[src/rtl/sm_para_3_gen_pkg.sv]
// sm_para_3_gen_pkg
// Shared definitions for the sm_para_3_gen control FSM:
//   STATE_W      - width of the state encoding seen on state_o
//   state_t      - state enum (IDLE=0, S1=1, S2=2, ERROR=3)
//   dwell_width  - width of the S1 dwell counter for a given TIMEOUT
// Benches import this package to compare state_o against named states.
package sm_para_3_gen_pkg;

  localparam int STATE_W = 2;

  typedef enum logic [STATE_W-1:0] {
    ST_IDLE = 2'd0,
    ST_S1   = 2'd1,
    ST_S2   = 2'd2,
    ST_ERR  = 2'd3
  } state_t;

  // The dwell counter must hold values up to TIMEOUT; a disabled timeout
  // still gets a 1-bit counter so the declaration stays legal.
  function automatic int dwell_width(input int timeout);
    int w;
    w = $clog2(timeout + 1);
    return (w < 1) ? 1 : w;
  endfunction

endpackage

[src/rtl/sat_cnt.sv]
// sat_cnt
// Saturating up-counter with a synchronous clear.
// Ports:
//   clk   - clock, rising edge
//   nrst  - synchronous active-low reset
//   inc   - add one (ignored once the counter is all-ones)
//   clr   - clear to zero; wins over inc
//   cnt   - current count
module sat_cnt #(
  parameter int W = 4
) (
  input  logic         clk,
  input  logic         nrst,
  input  logic         inc,
  input  logic         clr,
  output logic [W-1:0] cnt
);

  localparam logic [W-1:0] CNT_MAX = '1;

  // Clear has priority so a clear landing on the same edge as an
  // increment always leaves the counter at zero.
  always_ff @(posedge clk) begin
    if (!nrst) begin
      cnt <= '0;
    end else if (clr) begin
      cnt <= '0;
    end else if (inc && (cnt != CNT_MAX)) begin
      cnt <= cnt + 1'b1;
    end
  end

endmodule

[src/rtl/sm_para_3_gen.sv]
// sm_para_3_gen
// Two-input control FSM (IDLE/S1/S2/ERROR) with an S1 dwell timeout,
// selectable error recovery and a saturating error-entry counter.
// Parameters:
//   TIMEOUT    - consecutive S1 stay cycles allowed before ERROR (0 = off)
//   ERR_STICKY - 1: ERROR exits only on clr_err; 0: also on i1=0,i2=0
//   CNT_W      - width of err_cnt
// Ports:
//   clk, nrst  - clock and synchronous active-low reset
//   i1, i2     - request/qualifier inputs
//   clr_err    - error clear strobe (exits ERROR, clears err_cnt)
//   o1, o2,err - high while in S1, S2, ERROR respectively
//   state_o    - current state encoding
//   err_cnt    - number of ERROR entries, saturating
module sm_para_3_gen
  import sm_para_3_gen_pkg::*;
#(
  parameter int TIMEOUT    = 8,
  parameter bit ERR_STICKY = 1'b1,
  parameter int CNT_W      = 4
) (
  input  logic               clk,
  input  logic               nrst,
  input  logic               i1,
  input  logic               i2,
  input  logic               clr_err,
  output logic               o1,
  output logic               o2,
  output logic               err,
  output logic [STATE_W-1:0] state_o,
  output logic [CNT_W-1:0]   err_cnt
);

  localparam int DW = dwell_width(TIMEOUT);
  localparam logic [DW-1:0] DWELL_LAST = (TIMEOUT == 0) ? '0 : DW'(TIMEOUT - 1);
  localparam logic [DW-1:0] DWELL_MAX  = '1;
  localparam bit TIMEOUT_EN = (TIMEOUT != 0);

  state_t        state;
  state_t        next_state;
  logic [DW-1:0] dwell;
  logic          timeout_hit;
  logic          err_entry;

  // dwell counts completed S1 stay cycles, so the stay cycle seen with
  // dwell == TIMEOUT-1 is the TIMEOUT-th one and must error.
  assign timeout_hit = TIMEOUT_EN && (dwell == DWELL_LAST);
  assign err_entry   = (next_state == ST_ERR) && (state != ST_ERR);
  assign state_o     = state;

  // State register.
  always_ff @(posedge clk) begin
    if (!nrst) begin
      state <= ST_IDLE;
    end else begin
      state <= next_state;
    end
  end

  // Next-state logic.
  always_comb begin
    next_state = ST_IDLE;
    case (state)
      ST_IDLE: next_state = i1 ? ST_S1 : ST_IDLE;
      ST_S1: begin
        if (!i1)             next_state = ST_IDLE;
        else if (i2)         next_state = ST_S2;
        else if (timeout_hit) next_state = ST_ERR;
        else                 next_state = ST_S1;
      end
      ST_S2: begin
        if (!i2)      next_state = ST_IDLE;
        else if (!i1) next_state = ST_ERR;
        else          next_state = ST_S2;
      end
      ST_ERR: begin
        if (clr_err)                       next_state = ST_IDLE;
        else if (!ERR_STICKY && !i1 && !i2) next_state = ST_IDLE;
        else                               next_state = ST_ERR;
      end
      default: next_state = ST_IDLE;
    endcase
  end

  // Outputs are registered from next_state so they move on the same edge
  // as the state register.
  always_ff @(posedge clk) begin
    if (!nrst) begin
      o1  <= 1'b0;
      o2  <= 1'b0;
      err <= 1'b0;
    end else begin
      o1  <= (next_state == ST_S1);
      o2  <= (next_state == ST_S2);
      err <= (next_state == ST_ERR);
    end
  end

  // Dwell only grows while S1 is held; it saturates so that a disabled
  // timeout cannot wrap a narrow counter.
  always_ff @(posedge clk) begin
    if (!nrst) begin
      dwell <= '0;
    end else if ((state == ST_S1) && (next_state == ST_S1)) begin
      if (dwell != DWELL_MAX) begin
        dwell <= dwell + 1'b1;
      end
    end else begin
      dwell <= '0;
    end
  end

  sat_cnt #(
    .W(CNT_W)
  ) u_err_cnt (
    .clk (clk),
    .nrst(nrst),
    .inc (err_entry),
    .clr (clr_err),
    .cnt (err_cnt)
  );

endmodule

[config.mk]
export PLATFORM = sky130hd
export DESIGN_NAME = sm_para_3_gen
export DESIGN_NICKNAME = d
export VERILOG_FILES = /design/src/rtl/sm_para_3_gen_pkg.sv /design/src/rtl/sat_cnt.sv /design/src/rtl/sm_para_3_gen.sv
export SDC_FILE = /design/constraint.sdc
export NUM_CORES = 1
export LEC_CHECK = 0
export CORE_AREA = 3 3 40 42
export CTS_CLUSTER_DIAMETER = 200
export CTS_CLUSTER_SIZE = 20
export DETAILED_ROUTE_END_ITERATION = 8
export DIE_AREA = 0 0 43 45
export GPL_ROUTABILITY_DRIVEN = 0
export PLACE_DENSITY = 0.76
export SYNTH_ARGS = -nofsm -noshare
export SYNTH_HDL_FRONTEND = slang
export SYNTH_SLANG_ARGS = --single-unit
[constraint.sdc]
create_clock -name clk -period 2.6 [get_ports clk]
set_input_delay 0.52 -clock clk [delete_from_list [all_inputs] [get_ports clk]]
set_output_delay 0.52 -clock clk [all_outputs]
set_load 0.05 [all_outputs]
==> out/summary.txt, run 1 <==
status: finished, final reports clean
CP arrival: 1.62 ns
Clock transition at path regs: 0.08 ns
Final Skew: 0.000899 ns
Synth area leaders: dfxtp_1 (43%), ha_1 (4.1%), nor3b_1 (3.7%)
via count: 530
Int Pwr: 283 uW
cts bufs inserted: 3
CTS max path bufs: 2
sequential area share after synthesis: 42.9%
post-CTS resize count: 0
area share of the leading cell type in the synthesized netlist: 42.9%
# setup viols final: 0
count of pins over their slew limit: 0
average vias per placed instance: 5.52
Ports: 14
cts hold-fix bufs: 0
pwr dens: 481 nW/um^2
Initial Util: 47.2%
first-pass GRT wire length: 1770 um
Layout Nets: 89
CTS root buf: clkbuf_4
syn_area_per_cell: 9.63 um^2
multi-input gate area in the final layout: 335 um^2
placed cell count: 92
Comb power frac: 12.2%
Seq cells post-synth: 13
Mapped Cells: 63
CTS HTree Levels: 1
area leader, netlist: dfxtp_1
DIE WIDTH: 43 um
most frequent cells in the layout: dfxtp_1 (13), clkdlybuf4s50_1 (13), nor2_1 (5), o21ai_0 (4)
CTS tree: built
non-filler cells, final: 96
PortBufs: 13
Final Hold Viols: 0
Seq pwr share: 54.7%
Site Rows: 13
CP max FO: 9
Peak VDD IR: 0.317 mV
Yosys warning count: 0
Critical path buffers and inverters: 1
grt ovf: 0
Netlist cell types: 29
Slew HR: 62.6%
Placeable Area: 1280 um^2
cells along the critical path: clkdlybuf4s50_1
post-detailed-routing wire length: 1160 um
initial antenna violation count: 0
share of layout cells above drive strength 1: 9.88%
die area: 1940 um^2
First-pass DRT Iterations: 4
Post-Syn Area: 607 um^2
leakage: 0.306 nW
reg2reg start: dwell[0]
Max Cap Viol: 0
post-route ant nets: 0
wire per inst: 12.0 um
CP max-delay cell: clkdlybuf4s50_1
area grow syn2layout: 30.1%
syn_nets: 70
worst path required time: 2.08 ns
CP max stage delay: 0.87 ns
Detailed Route Iter0 Violations: 13
Die Height: 45 um
Antenna diodes: 0
Post-Route Setup TNS: 0 ns
fin crit period: 2.14 ns
largest net degree at the start of global routing: 10
Worst Setup Start Kind: register
switching part of the total power: 25.5%
clock network fraction of total power: 33.1%
final worst path period share: 82.3%
Crit. End Element: output pin
number of global-route vias before repair: 414
crit path launch: state_o[1]
# Post-CTS Setup Buffers: 0
maximum achievable frequency: 467 MHz
critical path class: register to output pin
detailed placement HPWL: 835 um
All-Layer GR Usage: 13.2%
Clock Sinks: 13
DRC: 0
Psw: 96.9 uW
worst hold path type: register to register
worst skew pair latency: 0.28 ns
HP Start: u_err_cnt.cnt[2]
RSZ-0062 raised after global routing: false
Register Area: 260 um^2
worst-margin pin slew: 0.553 ns
CP top delay family: buffers and inverters
fill count: 131
==> area by class of cell <==
class | instances | share of cell area, %
tap | 15 | 2.38
inverter | 3 | 1.43
sequential | 13 | 33.0
multi-input combinational | 47 | 42.5
timing repair buffer | 14 | 17.4
clock buffer | 4 | 3.33
==> path summary, 6_finish.rpt <==
path                            slack [ns]          endpoint  depth (start not counted)
worst max-delay path                  0.46        state_o[1]                          1
worst min register to register        0.51  u_err_cnt.cnt[2]                          2
worst max register to register        0.79          dwell[3]                          5
worst min-delay path                  0.51  u_err_cnt.cnt[2]                          2
==> sequential cells by signal, summed over array words and instances, names as in the netlist <==
signal and flops:
dwell 4, err 1, state_o 2, o1 1
o2 1, u_err_cnt.cnt 4
==> Yosys cell counts <==
library cell,instances
a21boi_0,1
a31oi_1,2
and4bb_2,1
and3_1,3
xnor2_1,1
o31ai_1,2
mux2i_1,2
nor2_1,5
o21ai_0,4
and4bb_1,1
and2_1,2
nor3b_1,3
inv_1,3
dfxtp_1,13
nor4_1,1
a211oi_1,1
nor3_2,2
a21oi_1,1
nand2_1,2
or3_1,1
o41ai_1,1
o211ai_1,1
nor3_1,1
or4b_4,1
nand3_1,2
and3b_1,2
ha_1,2
nand3b_1,1
nor2b_1,1
==> power groups by stage <==
stage / combinational [mW] / clock (mW) / sequential (mW)
6_report: 0.0463 / 0.126 / 0.208
5_1_grt: 0.0488 / 0.141 / 0.208
4_1_cts: 0.0465 / 0.130 / 0.207
3_5_place_dp: 0.0463 / 0 / 0.212
3_3_place_gp: 0.0463 / 0 / 0.212
2_1_floorplan: 0.0144 / 0 / 0.225
==> cells by family (layout without fill, tap and decap cells) <==
| group | Yosys count | in the layout | synth area share (%) |
|---|---|---|---|
| AND/OR/NAND/NOR | 29 | 29 | 32.6 |
| AO/OA/AOI/OAI | 13 | 13 | 13.8 |
| flip-flops | 13 | 13 | 42.9 |
| buffers and inverters | 3 | 21 | 1.86 |
| adder cells (fa/ha/maj) | 2 | 2 | 4.12 |
| multiplexers | 2 | 2 | 3.30 |
| XOR/XNOR | 1 | 1 | 1.44 |
==> stage by stage <==
step	utilization [%]	setup WS (ns)	total power, mW	instance area (um^2)	hold WS, ns
floorplan	-	0.715	0.240	607	0.496
global placement	59.4	0.388	0.258	763	0.492
detailed placement	59.4	0.331	0.259	763	0.498
CTS	61.4	0.466	0.384	790	0.509
global route	61.4	0.397	0.399	790	0.551
finish	61.4	0.459	0.380	790	0.507
==> metal layers <==
metal | global-route usage (%) | vias up | wire length, um
met4 | 14.5 | 0 | 45
li1 | - | 271 | -
met5 | 0 | - | 0
met2 | 16.2 | 13 | 447
met1 | 17.3 | 242 | 602
met3 | 3.59 | 4 | 59
(Power assumes the default switching activity.)
==> inputs of run 2 (changes only) <==
- CORE_AREA: 3 3 40 42 -> unset
- CORE_MARGIN: unset -> 3
- CORE_UTILIZATION: unset -> 42
- DIE_AREA: 0 0 43 45 -> unset
- PLACE_DENSITY: 0.76 -> 0.74
- clock period: 2.6 -> 1.9 ns (I/O delays scaled with it)
==> run 2 against run 1 <==
  * Non-clock buffer count is 8 higher
  * Combinational power is 61% higher
  * Die area hardly changed
  * Via count is 9.6% higher
  * Final area is 7.3% higher
  * Clock power is 38% higher
  * Cell count is 8.3% higher
  * Largest power group unchanged
  * Highest routed layer unchanged
==> out/summary.txt, run 2 (synthesis gave the netlist of run 1 again) <==
Slew HR: 66.0%
worst skew pair latency: 0.28 ns
non-filler cells, final: 104
Layout Nets: 97
reg2reg start: state_o[1]
post-CTS resize count: 0
CP max FO: 4
CTS max path bufs: 2
most frequent cells in the layout: buf_4 (15), dfxtp_1 (13), clkdlybuf4s50_1 (6), nor2_1 (5)
Detailed Route Iter0 Violations: 29
grt ovf: 0
final worst path period share: 95.8%
crit path launch: i1
RSZ-0062 raised after global routing: false
cts hold-fix bufs: 0
maximum achievable frequency: 549 MHz
PortBufs: 13
CP max-delay cell: or4b_4
Post-Route Setup TNS: 0 ns
commonest non-fill, non-tap cell in the layout: buf_4
die area: 1940 um^2
fin crit period: 1.82 ns
Final Hold Viols: 0
number of global-route vias before repair: 528
pwr dens: 630 nW/um^2
DRC: 0
Final Skew: 0.000696 ns
cells on worst reg2reg path: 5
wire per inst: 13.3 um
Antenna diodes: 0
placed cell count: 100
final worst slack: 0.0794 ns
share of layout cells above drive strength 1: 27.0%
R2R setup slack: 0.13 ns
Worst Hold Depth: 2
post-detailed-routing wire length: 1380 um
count of pins over their slew limit: 0
CP arrival: 2.03 ns
Die Height: 44.0 um
Clock Sinks: 13
CP max stage delay: 0.51 ns
Critical path buffers and inverters: 2
# setup viols final: 0
post-route ant nets: 0
r2r endpoint: dwell[3]
Crit. End Element: register
worst path required time: 2.11 ns
Ports: 14
CTS tree: built
cells along the critical path: clkdlybuf4s50_1 -> and4bb_1 -> o41ai_1 -> buf_4 -> or4b_4 -> nor3_2
# Post-CTS Setup Buffers: 0
leakage: 0.372 nW
DIE WIDTH: 44.0 um
first-pass GRT wire length: 2300 um
largest net degree at the start of global routing: 10
critical path class: primary input to register
average vias per placed instance: 5.59
HP Start: u_err_cnt.cnt[2]
CTS HTree Levels: 1
pre-CTS setup slack: -0.279 ns
via count: 581
First-pass DRT Iterations: 4
Initial Util: 45.5%
CTS root buf: clkbuf_4
worst hold path type: register to register
Placeable Area: 1330 um^2
CP top delay family: simple AND/OR/NAND/NOR gates
Worst Setup Start Kind: primary input
worst-margin pin slew: 0.508 ns
All-Layer GR Usage: 16.3%
Site Rows: 13
Clock transition at path regs: 0.08 ns
Peak VDD IR: 0.387 mV
area grow syn2layout: 39.6%
detailed placement HPWL: 1060 um
cts bufs inserted: 3
initial antenna violation count: 0
status: finished, final reports clean
WHS Endpoint: u_err_cnt.cnt[2]
fill count: 134
Max Cap Viol: 0
==> run 2: cell types whose count changed in the layout (fill, tap and decap cells not counted) <==
cell,delta
o21ai_1,+1
buf_4,+14
nor3b_2,+2
nor3b_1,-2
dlymetal6s2s_1,+1
clkdlybuf4s50_1,-7
o21ai_0,-1
==> run 2: stage by stage <==
| stage | cell area, um^2 | util [%] | hold slack [ns] | power (mW) |
|---|---|---|---|---|
| floorplan | 607 | - | 0.496 | 0.328 |
| global placement | 808 | 60.6 | 0.495 | 0.362 |
| detailed placement | 808 | 60.6 | 0.526 | 0.364 |
| CTS | 835 | 62.6 | 0.534 | 0.542 |
| global route | 847 | 63.5 | 0.554 | 0.555 |
| finish | 847 | 63.5 | 0.534 | 0.533 |
==> run 2: tightest hold or removal path, delay by kind of cell, from the launching register on <==
| family | cells | cell delay, ns |
|---|---|---|
| AOI/OAI and AO/OA | 1 | 0.06 |
| buffers and inverters | 1 | 0.07 |
| DFF | 1 | 0.36 |
==> run 2: how the worst max path moves through the flow <==
stage / end / cells after the start
floorplan: dwell[3] / 4
global placement: dwell[3] / 6
detailed placement: dwell[3] / 6
CTS: dwell[3] / 6
global route: dwell[3] / 6
finish: dwell[3] / 6
==> run 2: power by group <==
| part | switching [mW] | internal [mW] | total, mW | leakage (nW) |
|---|---|---|---|---|
| logic | 0.0397 | 0.0348 | 0.0745 | 0.251 |
| registers | 0.00634 | 0.278 | 0.285 | 0.105 |
| clock network | 0.0927 | 0.0815 | 0.174 | 0.0150 |
==> run 2: cell type report <==
type                            count  area [um^2]  area share, %
Timing Repair Buffer               22          185           21.9
Tap cell                           15         18.8           2.22
Inverter                            3         11.3           1.33
Multi-Input combinational cell     47          345           40.8
Sequential cell                    13          260           30.7
Clock buffer                        4         26.3           3.10
==> run 2: routing by layer <==
metal  global-route usage, %  vias to the layer above  wire length, um
li1                        -                      291                -
met1                    20.2                      270              632
met2                    25.0                       16              641
met3                    5.28                        4               86
met4                    9.04                        0               20
met5                       0                        -                0
==> inputs of run 3 (changes only) <==
- CORE_UTILIZATION: 42 -> 45
- CTS_BUF_LIST: unset -> sky130_fd_sc_hd__clkbuf_8
- PLACE_DENSITY: 0.74 -> 0.78
==> run 3 against run 2 <==
  * Non-clock buffer count unchanged
  * Register-to-register slack gained 0.02 ns
  * Combinational power increased by 2%
==> out/summary.txt, run 3 (synthesis gave the netlist of run 1 again) <==
Site Rows: 12
Detailed Route Iter0 Violations: 25
pwr dens: 688 nW/um^2
Ports: 14
Placed Instance Area: 800 um^2
DIE WIDTH: 42.7 um
critical path class: primary input to register
status: finished, final reports clean
Final Skew: 0.00296 ns
Placeable Area: 1190 um^2
worst hold path type: register to register
count of pins over their slew limit: 0
CTS root buf: clkbuf_8
All-Layer GR Usage: 16.6%
Max Cap Viol: 0
CTS max path bufs: 2
cts bufs inserted: 3
share of layout cells above drive strength 1: 28.1%
PortBufs: 13
leakage: 0.387 nW
area grow syn2layout: 43.5%
CP arrival: 1.94 ns
Slew HR: 67.0%
number of global-route vias before repair: 526
Antenna diodes: 0
wire per inst: 13.1 um
Peak VDD IR: 0.450 mV
worst path required time: 2.07 ns
final worst path period share: 93.4%
Clock transition at path regs: 0.06 ns
pre-CTS setup slack: -0.272 ns
Layout Nets: 97
Crit. End Element: register
most frequent cells in the layout: buf_4 (15), dfxtp_1 (12), nor2_1 (5), clkdlybuf4s50_1 (5), inv_1 (4)
DRC: 0
post-detailed-routing wire length: 1350 um
final worst slack: 0.125 ns
commonest non-fill, non-tap cell in the layout: buf_4
grt ovf: 0
CP max FO: 4
r2r endpoint: dwell[3]
maximum achievable frequency: 563 MHz
largest net degree at the start of global routing: 10
First-pass DRT Iterations: 4
Final Hold Viols: 0
HP Start: u_err_cnt.cnt[2]
Worst Setup Start Kind: primary input
Initial Util: 51.2%
die area: 1830 um^2
R2R setup slack: 0.15 ns
WHS Endpoint: u_err_cnt.cnt[2]
Clock Sinks: 13
via count: 576
RSZ-0062 raised after global routing: false
worst-margin pin slew: 0.494 ns
cells on worst reg2reg path: 5
reg2reg start: dwell[0]
first-pass GRT wire length: 2300 um
initial antenna violation count: 0
CTS tree: built
WHS: 0.512 ns
Die Height: 42.7 um
Worst Hold Depth: 2
detailed placement HPWL: 975 um
post-route ant nets: 0
fin crit period: 1.78 ns
# setup viols final: 0
Design Area, Final: 871 um^2
average vias per placed instance: 5.59
CTS HTree Levels: 1
worst skew pair latency: 0.24 ns
run 3: final cells by class:
| cell class | count | area [um^2] |
|---|---|---|
| multi-input combinational | 47 | 352 |
| fill | 97 | 315 |
| sequential | 13 | 262 |
| timing repair buffer | 22 | 184 |
| clock buffer | 3 | 41.3 |
| tap | 14 | 17.5 |
| inverter | 3 | 11.3 |
| clock inverter | 1 | 3.75 |
run 3: layer usage:
metal | vias up | wire (um) | GRT usage, %
met5 | - | 0 | 0
met3 | 2 | 63 | 5.08
met1 | 261 | 637 | 21.0
met4 | 0 | 8 | 7.45
met2 | 20 | 641 | 25.4
li1 | 293 | - | -
run 3: power by group:
part,internal [mW],switching [mW],total (mW)
clock,0.142,0.0948,0.237
sequential,0.279,0.00688,0.286
combinational,0.0352,0.0406,0.0758
run 3: worst max path at each step:
stage,startpoint,slack (ns),to
6_report,clr_err,0.12,dwell[3]
4_1_cts,i1,0.02,dwell[3]
3_3_place_gp,i1,-0.23,dwell[3]
5_1_grt,dwell[0],0.04,dwell[3]
2_1_floorplan,state_o[1],0.01,dwell[3]
3_5_place_dp,i2,-0.27,dwell[3]
run 3: through the flow:
stage / util [%] / total power, mW / cells / TNS, ns
after global routing: 73.4 / 0.625 / 103 / 0
final: 73.4 / 0.599 / 103 / 0
after floorplan: - / 0.328 / 63 / 0
after global placement: 67.4 / 0.360 / 98 / -0.892
after CTS: 71.9 / 0.598 / 102 / 0
after detailed placement: 67.4 / 0.362 / 98 / -1.06
run 3: critical path: stages:
cell,delay (ns)
clkdlybuf4s50_1,0.41
and3b_1,0.24
o41ai_1,0.09
buf_4,0.15
or4b_4,0.51
nor3_2,0.17
run 3: what timing repair did:
| action | CTS | global route |
|---|---|---|
| hold buffers | 0 | 0 |
| buffers inserted | 0 | 1 |
| pin swaps | 0 | 1 |
| setup endpoints to repair | 2 | 4 |
| gates resized for setup | 3 | 4 |
